`config.mk`:
```
export PLATFORM = sky130hd
export DESIGN_NAME = lock_ctrl_flat
export DESIGN_NICKNAME = d
export VERILOG_FILES = /design/src/rtl/lock_ctrl_if.sv /design/src/rtl/lock_ctrl.sv /design/src/flat_wrapper.sv
export SDC_FILE = /design/constraint.sdc
export NUM_CORES = 1
export LEC_CHECK = 0
export CORE_AREA = 2 2 74 90
export CTS_CLUSTER_DIAMETER = 40
export DETAILED_ROUTE_END_ITERATION = 7
export DIE_AREA = 0 0 76 92
export PLACE_DENSITY = 0.77
export SLEW_MARGIN = 20
export SYNTH_ARGS = -nofsm -noshare
export SYNTH_HDL_FRONTEND = slang
export SYNTH_SLANG_ARGS = --single-unit
```
`constraint.sdc`:
```
create_clock -name clk -period 2.7 [get_ports clk]
set_input_delay 0.27 -clock clk [delete_from_list [all_inputs] [get_ports clk]]
set_output_delay 0.27 -clock clk [all_outputs]
set_load 0.01 [all_outputs]
```
`src/rtl/lock_ctrl_if.sv`:
```
// Keypad-side bit stream and actuator-side status of the serial password lock.
// chg_req exists only when PWD_CHANGE_EN is defined.
interface lock_ctrl_if;
    logic       in_valid;
    logic       in;
    logic       clear;
`ifdef PWD_CHANGE_EN
    logic       chg_req;
`endif
    logic       unlock;
    logic       alarm;
    logic       busy;
    logic [2:0] fail_cnt;

`ifdef PWD_CHANGE_EN
    modport master (output in_valid, in, clear, chg_req,
                    input  unlock, alarm, busy, fail_cnt);
    modport slave  (input  in_valid, in, clear, chg_req,
                    output unlock, alarm, busy, fail_cnt);
`else
    modport master (output in_valid, in, clear,
                    input  unlock, alarm, busy, fail_cnt);
    modport slave  (input  in_valid, in, clear,
                    output unlock, alarm, busy, fail_cnt);
`endif
endinterface

```
`src/rtl/lock_ctrl.sv`:
```
// Serial password lock sequencer: 16-bit MSB-first entry, compare, timed unlock, fail count, timed lockout.
// Latency: 16th bit sampled at edge t -> CHECK after t -> unlock/alarm registered after edge t+1.
// No backpressure: every in_valid outside IDLE/INPUT/NEWPWD is dropped. Optional PWD_CHANGE_EN adds chg_req/NEWPWD.
module lock_ctrl #(
    parameter logic [15:0] PWD            = 16'h4475,
    parameter int          OPEN_CYCLES    = 16,
    parameter int          LOCK_CYCLES    = 64,
    parameter int          TIMEOUT_CYCLES = 32,
    parameter int          MAX_FAIL       = 3
) (
    input  logic  clk,
    input  logic  rst,
    lock_ctrl_if.slave bus
);
    typedef enum logic [2:0] {IDLE, INPUT, CHECK, OPEN, LOCKOUT, NEWPWD} state_t;

    state_t      state, state_nxt;
    logic [15:0] shreg;
    logic [4:0]  bit_cnt;
    logic [15:0] gap_cnt;
    logic [15:0] timer;
    logic [2:0]  fail_cnt;
    logic [2:0]  fail_inc;
    logic        match;
    logic        collecting;
    logic        take_bit;
    logic        unlock_q, alarm_q, busy_q;
    logic        unlock_nxt, alarm_nxt, busy_nxt;

`ifdef PWD_CHANGE_EN
    logic [15:0] pwd_reg;
    assign match = (shreg == pwd_reg);
`else
    assign match = (shreg == PWD);
`endif

    assign collecting = (state == INPUT) || (state == NEWPWD);
    assign take_bit   = collecting && bus.in_valid && !bus.clear;
    assign fail_inc   = (fail_cnt < 3'(MAX_FAIL)) ? fail_cnt + 3'd1 : fail_cnt;

    always_ff @(posedge clk or negedge rst) begin
        if (!rst) state <= IDLE;
        else      state <= state_nxt;
    end

    always_comb begin
        state_nxt = state;
        case (state)
            IDLE:    if (bus.in_valid) state_nxt = INPUT;
            INPUT, NEWPWD: begin
                if (bus.clear)
                    state_nxt = IDLE;
                else if (bus.in_valid) begin
                    if (bit_cnt == 5'd15)
                        state_nxt = (state == INPUT) ? CHECK : IDLE;
                end else if (gap_cnt == 16'(TIMEOUT_CYCLES - 1))
                    state_nxt = IDLE;
            end
            CHECK: begin
                if (match)                          state_nxt = OPEN;
                else if (fail_inc == 3'(MAX_FAIL))  state_nxt = LOCKOUT;
                else                                state_nxt = IDLE;
            end
            OPEN: begin
                if (bus.clear)                               state_nxt = IDLE;
`ifdef PWD_CHANGE_EN
                else if (bus.chg_req)                        state_nxt = NEWPWD;
`endif
                else if (timer == 16'(OPEN_CYCLES - 1))      state_nxt = IDLE;
            end
            LOCKOUT: if (timer == 16'(LOCK_CYCLES - 1)) state_nxt = IDLE;
            default: state_nxt = IDLE;
        endcase
    end

    always_comb begin
        unlock_nxt = (state_nxt == OPEN);
        alarm_nxt  = (state_nxt == LOCKOUT);
        busy_nxt   = (state_nxt != IDLE);
    end

    always_ff @(posedge clk or negedge rst) begin
        if (!rst) begin
            unlock_q <= 1'b0;
            alarm_q  <= 1'b0;
            busy_q   <= 1'b0;
        end else begin
            unlock_q <= unlock_nxt;
            alarm_q  <= alarm_nxt;
            busy_q   <= busy_nxt;
        end
    end

    // Entry datapath: shift register, bit counter and inter-bit gap timer.
    always_ff @(posedge clk or negedge rst) begin
        if (!rst) begin
            shreg   <= '0;
            bit_cnt <= '0;
            gap_cnt <= '0;
        end else if (state == IDLE && bus.in_valid) begin
            shreg   <= {15'd0, bus.in};
            bit_cnt <= 5'd1;
            gap_cnt <= '0;
        end else if (take_bit) begin
            shreg   <= {shreg[14:0], bus.in};
            bit_cnt <= bit_cnt + 5'd1;
            gap_cnt <= '0;
        end else if (collecting && state_nxt == state) begin
            gap_cnt <= gap_cnt + 16'd1;
        end else begin
            bit_cnt <= '0;
            gap_cnt <= '0;
        end
    end

    always_ff @(posedge clk or negedge rst) begin
        if (!rst)
            timer <= '0;
        else if ((state == OPEN || state == LOCKOUT) && state_nxt == state)
            timer <= timer + 16'd1;
        else
            timer <= '0;
    end

    always_ff @(posedge clk or negedge rst) begin
        if (!rst)
            fail_cnt <= '0;
        else if (state == CHECK)
            fail_cnt <= match ? 3'd0 : fail_inc;
        else if (state == LOCKOUT && state_nxt == IDLE)
            fail_cnt <= '0;
    end

`ifdef PWD_CHANGE_EN
    // New password only commits on a complete 16-bit entry; abort keeps the old one.
    always_ff @(posedge clk or negedge rst) begin
        if (!rst)
            pwd_reg <= PWD;
        else if (state == NEWPWD && take_bit && bit_cnt == 5'd15)
            pwd_reg <= {shreg[14:0], bus.in};
    end
`endif

    assign bus.unlock   = unlock_q;
    assign bus.alarm    = alarm_q;
    assign bus.busy     = busy_q;
    assign bus.fail_cnt = fail_cnt;
endmodule

```
`src/flat_wrapper.sv`:
```
// flat-port wrapper written by rule: the top's interface ports become plain ports
module lock_ctrl_flat 
#(
    parameter logic [15:0] PWD            = 16'h4475,
    parameter int          OPEN_CYCLES    = 16,
    parameter int          LOCK_CYCLES    = 64,
    parameter int          TIMEOUT_CYCLES = 32,
    parameter int          MAX_FAIL       = 3
)
  (clk, rst, bus_in_valid, bus_in, bus_clear, bus_unlock, bus_alarm, bus_busy, bus_fail_cnt);
  lock_ctrl_if bus_i ();
  input  logic clk;
  input  logic rst;
  input wire logic [$bits(bus_i.in_valid)-1:0] bus_in_valid;
  input wire logic [$bits(bus_i.in)-1:0] bus_in;
  input wire logic [$bits(bus_i.clear)-1:0] bus_clear;
  output wire logic [$bits(bus_i.unlock)-1:0] bus_unlock;
  output wire logic [$bits(bus_i.alarm)-1:0] bus_alarm;
  output wire logic [$bits(bus_i.busy)-1:0] bus_busy;
  output wire logic [$bits(bus_i.fail_cnt)-1:0] bus_fail_cnt;
  assign bus_i.in_valid = bus_in_valid;
  assign bus_i.in = bus_in;
  assign bus_i.clear = bus_clear;
  assign bus_unlock = bus_i.unlock;
  assign bus_alarm = bus_i.alarm;
  assign bus_busy = bus_i.busy;
  assign bus_fail_cnt = bus_i.fail_cnt;
  lock_ctrl #(.PWD(PWD), .OPEN_CYCLES(OPEN_CYCLES), .LOCK_CYCLES(LOCK_CYCLES), .TIMEOUT_CYCLES(TIMEOUT_CYCLES), .MAX_FAIL(MAX_FAIL)) u_core (.clk(clk), .rst(rst), .bus(bus_i));
endmodule
```
==> metrics.md <==
| Metric | Value |
|---|---|
| Fin Clk Skew | 0.0141 ns |
| Die W | 76 µm |
| Nets | 312 |
| CTS H-tree lvls | 3 |
| Crit path kind | flip-flop to flip-flop |
| Row count | 32 |
| Area occupied by multi-input gates | 1340 µm² |
| Hold crit path type | primary input to asynchronous set/reset pin |
| CTS resizes | 0 |
| Tcrit/Tclk final | 0.906 |
| Most common cell after layout, fill and taps aside | dfrtp_1 |
| TritonRoute pass-1 iters | 4 |
| Setup Fix Bufs, Post-CTS | 0 |
| Via density | 5.50 |
| Clock Sinks | 62 |
| CP required | 2.92 ns |
| Max Buffers Root-to-Sink | 2 |
| # Max-Cap Violations | 0 |
| Most frequent cells in the layout | dfrtp_1, nor2_1, nand2_1, xnor2_1, nand3_1 |
| Synth cell types | 47 |
| Fin Setup TNS | 0 ns |
| Critical path's slowest cell | or4b_4 |
| Setup crit start | u_core.shreg[9]$_DFFE_PN0P_ |
| Reg-to-reg startpoint | u_core.shreg[9]$_DFFE_PN0P_ |
| WL/cell | 13.9 µm |
| Syn-to-layout area delta | 14.6% |
| Total track usage | 0.174 |
| Syn Nets | 292 |
| Crit path DAT | 2.66 ns |
| Clk root buf | clkbuf_8 |
| Post-Place Cell Area | 3170 µm² |
| Setup-failing EPs final | 0 |
| DRC errors left | 0 |
| Number of flops mapped to enable cells by yosys | 0 |
| Number of global-route vias before repair | 2101 |
| Peak per-stage delay on the critical path | 0.55 ns |
| Top cells by area, synth | dfrtp_1, nor2_1, xnor2_1 |
| Status | finished, violations left |
| ANT cells | 0 |
| Synth area leader | dfrtp_1 |
| Violations in the final reports | hold timing |
| TritonCTS Buffers | 9 |
| Die area | 6990 µm² |
| Antenna Nets Post-Route | 0 |
| Hold WS | -0.00624 ns |
| Share of cells above drive strength 1 | 0.124 |
| CP endpoint kind | flip-flop |
| Delay-heaviest family, CP | simple AND/OR/NAND/NOR gates |
| Rel. slew slack | 0.354 |
| Synthesized flop and latch total | 62 |
| Slew @ Worst Pin | 0.966 ns |
| First-pass GRT wire length | 9500 µm |
| Worst reg-to-reg setup slack | 0.25 ns |
| Die height | 92 µm |
| Buf/Inv on CP | 0 |
| Final hold vios | 4 |
| Max Fclk | 409 MHz |
| GP Congestion | 0.911 |
| RSZ-0062 raised after global routing | no |
| DRT Wirelength | 5460 µm |
| Seq/Total Area, Yosys | 0.523 |
| PortBufs | 10 |
| Gate Count Post-Synth | 282 |
| Power Density | 594 nW/µm² |
| Initial antenna violation count | 0 |
| CP max FO | 7 |
| Initial core utilization | 0.478 |
| Syn_area_per_cell | 10.5 µm² |
| Post-layout util | 0.548 |
| Max Slew Vio Count | 0 |
| Io pins | 11 |
| DRT iter0 DRCs | 132 |
| Ys Warns | 0 |
| Reg area | 1550 µm² |
| Setup crit start kind | flip-flop |
| Synthesized cell area | 2970 µm² |
| Clock Latency Late Sink | 0.35 ns |
| Gr ovfl total | 0 |
| Detail Placement HPWL | 3740 µm |
| CP cell instances | or4b_4, nor4_4, nor3_2, a21boi_2, nand2_2, or4_4 |
| Share of the synthesized area in the top cell type | 0.523 |
| Via count | 2157 |
| Total power draw | 2.02 mW |
| Peak VDD IR | 0.000382 V |
| Leakage | 1.47 nW |
| CORE AREA | 6210 µm² |
| Fillers | 535 |
| Minimum clock period | 2.45 ns |
| Top_reg_cell synth | dfrtp_1 |
| CTS clk-pin slew, worst paths | 0.07 ns |
| CTS Hold Bufs | 0 |
| Post-route cell area | 3400 µm² |
| FFs w/ async S/R, synth | 1.00 |
| CTS tree | done |
| Largest net degree at the start of global routing | 36 |
through the flow:
| stage | hold WS [ns] | setup WS, ns | cells |
|---|---|---|---|
| floorplan | -0.0256 | 0.407 | 282 |
| global placement | 0.379 | 0.316 | 376 |
| detailed placement | 0.395 | 0.267 | 376 |
| CTS | 0.0175 | 0.262 | 392 |
| global route | 0.0685 | 0.130 | 392 |
| finish | -0.00624 | 0.253 | 392 |
cell families (layout without fill, tap and decap cells):
group,Yosys count,in the layout,share of synthesized area
buf+inv,17,42,0.0266
mux,3,3,0.0105
flops,62,62,0.523
fa+ha+maj,5,5,0.0211
xor+xnor,27,27,0.0797
compound gates,37,37,0.0979
simple gates,131,131,0.241
metal layers:
layer,share of wire,wire (µm),vias to the layer above,global-route usage
met5,0,0,-,0
met4,0.023,125,0,0.0788
met3,0.038,206,18,0.0571
met2,0.49,2670,35,0.285
met1,0.45,2460,1068,0.209
li1,-,-,1036,-
sequential cells by signal (all words and copies together) (netlist names):
name                 count
u_core.gap_cnt          16
u_core.shreg            16
u_core.timer            16
u_core.bit_cnt           5
u_core.bus.fail_cnt      3
u_core.state             3
u_core.bus.alarm         1
u_core.bus.busy          1
u_core.bus.unlock        1
report_power, final:
group	total (mW)	switching [mW]	internal, mW
logic	0.120	0.0755	0.0448
registers	0.969	0.0208	0.948
clock network	0.931	0.361	0.570
cell usage after synthesis (2+ instances only):
library cell / count
nand2_1: 16
nand4b_1: 2
xor2_1: 12
a31oi_1: 4
nor4b_1: 2
nor2_1: 50
xnor2_1: 15
nor4_1: 6
and3_1: 6
inv_1: 11
clkbuf_1: 2
nand4_1: 9
a22o_1: 13
nor3_1: 2
ha_1: 5
dfrtp_1: 62
or3_1: 3
o21ai_0: 6
a21oi_1: 4
nand2b_1: 3
or4b_4: 2
a22o_2: 2
nor2b_1: 6
nand3_4: 2
mux2i_1: 2
nand3_1: 14
worst reg2reg max path, cell delays in order (launching register included):
cell      delay, ns
dfrtp_1        0.40
or4b_4         0.55
nor4_4         0.47
nor3_2         0.11
a21boi_2       0.22
nand2_2        0.07
or4_4          0.50
path summary, 6_finish.rpt:
| kind | end | cells past startpoint |
|---|---|---|
| hold / removal | u_core.timer[15]$_DFF_PN0_ | 1 |
| hold reg to reg | u_core.timer[0]$_DFF_PN0_ | 1 |
| max in group asynchronous | u_core.bus.fail_cnt[0]$_DFFE_PN0P_ | 2 |
| setup reg to reg | u_core.bus.busy$_DFF_PN0_ | 6 |
| setup / recovery | u_core.bus.busy$_DFF_PN0_ | 6 |
| min in group clk | u_core.timer[0]$_DFF_PN0_ | 1 |
cell type report:
class / instances / share of cell area
Clock buffer: 11 / 0.0445
Clock inverter: 5 / 0.0239
Inverter: 11 / 0.0121
Multi-Input combinational cell: 203 / 0.393
Sequential cell: 62 / 0.456
Tap cell: 85 / 0.0313
Timing Repair Buffer: 15 / 0.0390
Note: power is estimated with default switching activity, not from simulation.
